`src/rtl/sub16_pkg.sv`:
```
// Shared types and constants for the pipelined saturating 16-bit subtractor.
package sub16_pkg;

  localparam int DATA_W = 16;

  localparam logic signed [DATA_W-1:0] SAT_MAX = 16'sh7FFF;
  localparam logic signed [DATA_W-1:0] SAT_MIN = 16'sh8000;

  // Operands captured in the first stage, with their saturation enable.
  typedef struct packed {
    logic signed [DATA_W-1:0] a;
    logic signed [DATA_W-1:0] b;
    logic                     sat_en;
  } s1_t;

  // Result and raw overflow held in the output stage.
  typedef struct packed {
    logic signed [DATA_W-1:0] result;
    logic                     ovf;
  } s2_t;

  // Clamp an overflowed difference toward the sign of the minuend.
  // The wrapped difference passes through when saturation is off or
  // when there was no overflow.
  function automatic logic signed [DATA_W-1:0] sat_sel(
    input logic signed [DATA_W-1:0] diff,
    input logic                     a_msb,
    input logic                     ovf,
    input logic                     sat_en
  );
    logic signed [DATA_W-1:0] res;
    res = diff;
    if (sat_en && ovf) begin
      res = a_msb ? SAT_MIN : SAT_MAX;
    end
    return res;
  endfunction

endpackage

```
`src/rtl/sub_16bit_signed.sv`:
```
// Combinational 16-bit signed subtractor with two's-complement overflow flag.
module sub_16bit_signed (
  input  logic signed [15:0] A,
  input  logic signed [15:0] B,
  output logic signed [15:0] result,
  output logic               overflow
);

  assign result   = A - B;
  // Overflow only when operand signs differ and the result sign leaves A's.
  assign overflow = (A[15] != B[15]) && (result[15] != A[15]);

endmodule

```
`src/rtl/sub_16bit_signed_sat_pipe.sv`:
```
// Two-stage valid/ready pipeline around sub_16bit_signed with optional
// per-operation saturation, a sticky overflow flag and a saturating
// overflow-event counter.
module sub_16bit_signed_sat_pipe
  import sub16_pkg::*;
#(
  parameter int CNT_W = 8
) (
  input  logic             clk,
  input  logic             rst,
  input  logic             in_valid,
  output logic             in_ready,
  input  logic [15:0]      in_a,
  input  logic [15:0]      in_b,
  input  logic             in_sat_en,
  output logic             out_valid,
  input  logic             out_ready,
  output logic [15:0]      out_result,
  output logic             out_overflow,
  output logic             sticky_ovf,
  input  logic             clr_sticky,
  output logic [CNT_W-1:0] ovf_count
);

  localparam logic [CNT_W-1:0] CNT_MAX = {CNT_W{1'b1}};

  logic             adv1;
  logic             adv2;
  logic             s1_valid_q, s1_valid_d;
  s1_t              s1_q, s1_d;
  logic             s2_valid_q, s2_valid_d;
  s2_t              s2_q, s2_d;
  logic             sticky_q, sticky_d;
  logic [CNT_W-1:0] cnt_q, cnt_d;
  logic             ovf_xfer;

  logic signed [DATA_W-1:0] diff;
  logic                     sub_ovf;

  // A stage may take new data when it is empty or its content moves on.
  assign adv2     = !s2_valid_q || out_ready;
  assign adv1     = !s1_valid_q || adv2;
  assign in_ready = adv1;

  // ---- Stage 1: capture operands ----
  // Next-state for the operand stage.
  always_comb begin
    s1_valid_d = s1_valid_q;
    s1_d       = s1_q;
    if (adv1) begin
      s1_valid_d = in_valid;
      if (in_valid) begin
        s1_d.a      = in_a;
        s1_d.b      = in_b;
        s1_d.sat_en = in_sat_en;
      end
    end
  end

  sub_16bit_signed u_sub (
    .A        (s1_q.a),
    .B        (s1_q.b),
    .result   (diff),
    .overflow (sub_ovf)
  );

  // ---- Stage 2: register result and overflow ----
  // Next-state for the output stage; data only moves when stage 1 is full.
  always_comb begin
    s2_valid_d = s2_valid_q;
    s2_d       = s2_q;
    if (adv2) begin
      s2_valid_d = s1_valid_q;
      if (s1_valid_q) begin
        s2_d.result = sat_sel(diff, s1_q.a[DATA_W-1], sub_ovf, s1_q.sat_en);
        s2_d.ovf    = sub_ovf;
      end
    end
  end

  // Status: a transferred overflow beats a simultaneous clear.
  assign ovf_xfer = s2_valid_q && out_ready && s2_q.ovf;

  // Next-state for the sticky flag and saturating event counter.
  always_comb begin
    sticky_d = sticky_q;
    cnt_d    = cnt_q;
    if (ovf_xfer) begin
      sticky_d = 1'b1;
      if (clr_sticky) begin
        cnt_d = CNT_W'(1);
      end else if (cnt_q != CNT_MAX) begin
        cnt_d = cnt_q + CNT_W'(1);
      end
    end else if (clr_sticky) begin
      sticky_d = 1'b0;
      cnt_d    = '0;
    end
  end

  // Operand register; its contents are ignored while s1_valid_q is low.
  always_ff @(posedge clk) begin
    s1_q <= s1_d;
  end

  // Control, output stage and status registers with asynchronous reset.
  always_ff @(posedge clk or posedge rst) begin
    if (rst) begin
      s1_valid_q <= 1'b0;
      s2_valid_q <= 1'b0;
      s2_q       <= '0;
      sticky_q   <= 1'b0;
      cnt_q      <= '0;
    end else begin
      s1_valid_q <= s1_valid_d;
      s2_valid_q <= s2_valid_d;
      s2_q       <= s2_d;
      sticky_q   <= sticky_d;
      cnt_q      <= cnt_d;
    end
  end

  assign out_valid    = s2_valid_q;
  assign out_result   = s2_q.result;
  assign out_overflow = s2_q.ovf;
  assign sticky_ovf   = sticky_q;
  assign ovf_count    = cnt_q;

endmodule

```
`config.mk`:
```
export PLATFORM = sky130hd
export DESIGN_NAME = sub_16bit_signed_sat_pipe
export DESIGN_NICKNAME = d
export VERILOG_FILES = /design/src/rtl/sub16_pkg.sv /design/src/rtl/sub_16bit_signed.sv /design/src/rtl/sub_16bit_signed_sat_pipe.sv
export SDC_FILE = /design/constraint.sdc
export NUM_CORES = 1
export LEC_CHECK = 0
export BUFFER_PORTS_ARGS = -buffer_cell sky130_fd_sc_hd__buf_2
export CORE_MARGIN = 3
export CORE_UTILIZATION = 50
export CTS_BUF_LIST = sky130_fd_sc_hd__clkbuf_16
export DETAILED_ROUTE_END_ITERATION = 7
export PLACE_DENSITY_LB_ADDON = 0.3
export SETUP_SLACK_MARGIN = 0.1
export SLEW_MARGIN = 20
export SYNTH_ARGS = -nofsm -noshare
export SYNTH_HDL_FRONTEND = slang
export SYNTH_HIERARCHICAL = 1
export SYNTH_SLANG_ARGS = --single-unit
```
`constraint.sdc`:
```
create_clock -name clk -period 2.5 [get_ports clk]
set_input_delay 0.5 -clock clk [delete_from_list [all_inputs] [get_ports clk]]
set_output_delay 0.5 -clock clk [all_outputs]
set_load 0.01 [all_outputs]
```
==> results.txt <==
The run finished with clean final reports. The area of the mapped netlist is 0.00328 sq mm. Of the total synthesized cell area, the portion taken by AND, OR, NAND and NOR gates is 0.128. Setup violations remaining at the end of the flow were counted as 0. Counting flops with a built-in enable in the synthesized netlist gives 33. Synthesis produced 295 cells.

Yosys printed 6 warnings. The placed instances occupy a cell area of 0.00384 sq mm. The path class of the tightest hold or removal check is primary input to asynchronous set/reset pin.

STA classifies the critical path endpoint as a flip-flop. The post-synthesis adder-cell area fraction is 0.0670. The areal power density over the cells came out at 731 mW/mm^2. The average footprint of a synthesized cell is 11.1 sq um.

The largest clock skew in the final design came out at 8.27 ps. The synthesized-area fraction occupied by ao, oa, aoi and oai cells came to 0.131. Sorting the synthesized cells by area gives the leading types as edfxtp_1 (30%), dfrtp_1 (21%), mux2_2 (6.2%). The distinct cell type count of the synthesized netlist came out at 51. STA classifies the critical path startpoint as a flip-flop. The predominant post-synthesis flop cell is edfxtp_1. Compared with the post-synthesis result, the final layout area differs by 31.3%.

The number of antenna violations at the first check in global routing is 0. The required time of the critical path is 2710 ps. The leakage power is 1.93 nW. The placed instance count is 450. The critical path is of the flip-flop to flip-flop type. The largest total area in the synthesized netlist belongs to edfxtp_1. The post-route clock period utilization is 0.972.

Yosys instantiated no cell more often than edfxtp_1. The core region is 0.00613 sq mm. Routability-driven placement finished with a final weighted congestion of 0.856. The vertical die dimension came out at 87.1 um.

The maximum VDD drop is 428 uV. In this run the clock root is driven by a clkbuf_16. The number of buffers created by CTS is 9. The number of nets in the final layout is 449. After synthesis the netlist holds a flip-flop and latch count of 61. The top fanout value on the critical path is 11. The sequential share of the synthesized area came out at 0.515. The clock period could shrink to 2430 ps. The xor-xnor portion of the synthesized cell area is 0.0240.

The TritonCTS sink count is 61. For this run the aggregate overflow at the end of global routing stands at 0. The residual antenna-violating net count after detailed routing is 0.

Setup repair after global routing could not meet its margin everywhere. The area share of the largest cell type after synthesis is 0.302. The first TritonRoute pass finished after 4 iterations.

The placement row count is 28. At the end of the flow the core is filled with cells to 0.703. Counting instances in the post-synthesis netlist gives the leading cell types as edfxtp_1 (33), a21oi_1 (31), dfrtp_1 (28). The post-synthesis mux area share came out at 0.0865. The per-cell via count in the routed design came out at 5.42.

The maximum number of buffers from clock root to sink came out at 2. The via count of the first global-routing pass is 2606. The total detailed-routing wirelength came out at 6710 um. The total I/O pin count came out at 66.

The total count of max-transition violations in the final report is 0. The max-capacitance violation count came out at 0. The DRC marker count from the first detailed-route iteration came out at 109.

The detailed-route DRC error count came out at 0. The count of non-filler cells in the finished layout is 474. TritonCTS built the clock tree.

The width of the die came out at 87.1 um. The number of vias after detailed routing came out at 2567. The worst slew margin relative to its limit is 0.557. STA puts the critical path data arrival time at 2640 ps.

Clock-pin slew was measured on the worst setup and hold paths at 50 ps. The H-tree was split into 3 levels. Clock latency on the worst-skew pair, taken at its later pin, is 320 ps.

The layout cell share with drive strength beyond 1 came out at 0.396. The initial core utilization is 0.536. The post-detailed-route wirelength per cell came out at 14.2 um. The pin slew with the least headroom to its limit is 665 ps. Counting the fill cells in the layout gives 422. The largest net degree at the start of global routing is 34. The final hold violation count came to 0. The repair_antennas step left the layout with diodes totalling 0. In the global route stage, overall resource usage came out at 0.200.

The worst hold slack after final layout is 226 ps. The die area is 0.00758 sq mm. The final design area excluding fillers came out at 0.00431 sq mm. The summed negative setup slack over all endpoints is 0 ps. After legalization and detailed placement, the total HPWL measured 4850 um. The number of hold-repair buffers added at the cts stage came out at 0. Counting every net in the synthesized netlist gives 350. For this run, the top clock speed supported by timing is 411 MHz.

The fraction of synthesis flops using an asynchronous set or reset pin is 0.459. The main combinational cell family by area after synthesis is compound AO/OA/AOI/OAI gates. The total of buffers placed on input and output ports came out at 65. The wire length of the first global-routing pass is 11800 um.
[path summary, 6_finish.rpt]
kind / startpoint / end / slack [ps] / cells after the start
min in group clk: in_sat_en / s1_q[0] / 350 / 1
worst max-delay path: s1_q[13] / out_result[1] / 70 / 11
worst max register to register: s1_q[13] / out_result[1] / 70 / 11
max in group asynchronous: rst / out_result[11] / 1990 / 3
worst min register to register: out_result[13] / out_result[13] / 510 / 1
worst min-delay path: rst / out_result[2] / 230 / 3
[stage by stage]
step	worst slack (ps)	total power [W]
final	69.3	0.00315
after global routing	-74.5	0.00334
after CTS	82.7	0.00317
after detailed placement	-165	0.00205
after global placement	-52.2	0.00202
after floorplan	-44.0	0.00176
[power breakdown]
group,switching (W),internal [W],total [W],leakage (nW)
registers,0.0000858,0.00121,0.00130,0.661
clock network,0.000399,0.000645,0.00104,0.138
logic,0.000407,0.000403,0.000810,1.13
total,0.000892,0.00226,0.00315,1.93
[layer usage]
| layer | routed length [um] | track usage | vias to the layer above |
|---|---|---|---|
| li1 | - | - | 1276 |
| met1 | 2910 | 0.242 | 1214 |
| met2 | 3330 | 0.336 | 68 |
| met3 | 381 | 0.0501 | 9 |
| met4 | 96 | 0.0864 | 0 |
| met5 | 0 | 0 | - |
[cells by family after synthesis]
kind of cell / count (synthesis)
and+or+nand+nor: 82
AOI/OAI and AO/OA: 65
DFF: 61
buffers and inverters: 35
muxes: 26
adders and majority gates: 17
xor gates and xnor gates: 9
[registers in the layout, summed over array words and instances, names as in the netlist]
register and count:
s1_q 33, out_result 16, ovf_count 8, out_overflow 1
out_valid 1, s1_valid_q 1, sticky_ovf 1
[cell usage in the layout (no fill, tap or decap), drive strengths merged, types with 7 or more instances in the layout]
master / count
mux2: 19
mux2i: 7
nand2: 13
nand3: 11
buf: 97
ha: 16
nand2b: 12
edfxtp: 33
clkbuf: 9
dfrtp: 28
a21oi: 31
o21ai: 9
inv: 29
nor2: 24
[timing repair]
item,CTS,global route
pin swaps,14,0
setup buffers,6,1
setup endpoints to repair,16,16
gates resized for setup,25,5
gates cloned,1,0
[cell type report]
| type | count | area [sq um] | share of cell area |
|---|---|---|---|
| Sequential cell | 61 | 1690 | 0.392 |
| Timing Repair Buffer | 97 | 569 | 0.132 |
| Tap cell | 75 | 93.8 | 0.0218 |
| Clock inverter | 7 | 27.5 | 0.00638 |
| Inverter | 25 | 93.8 | 0.0218 |
| Clock buffer | 9 | 225 | 0.0522 |
| Multi-Input combinational cell | 200 | 1610 | 0.374 |
[critical path, stage by stage (launching register included)]
cell	delay, ps
edfxtp_1	370
inv_2	80
ha_4	200
a21o_1	170
a21o_1	190
a221oi_4	330
o21ai_4	120
mux2i_4	220
buf_6	160
a21oi_1	170
nor2_2	60
mux2_2	250
(Power assumes the default switching activity.)
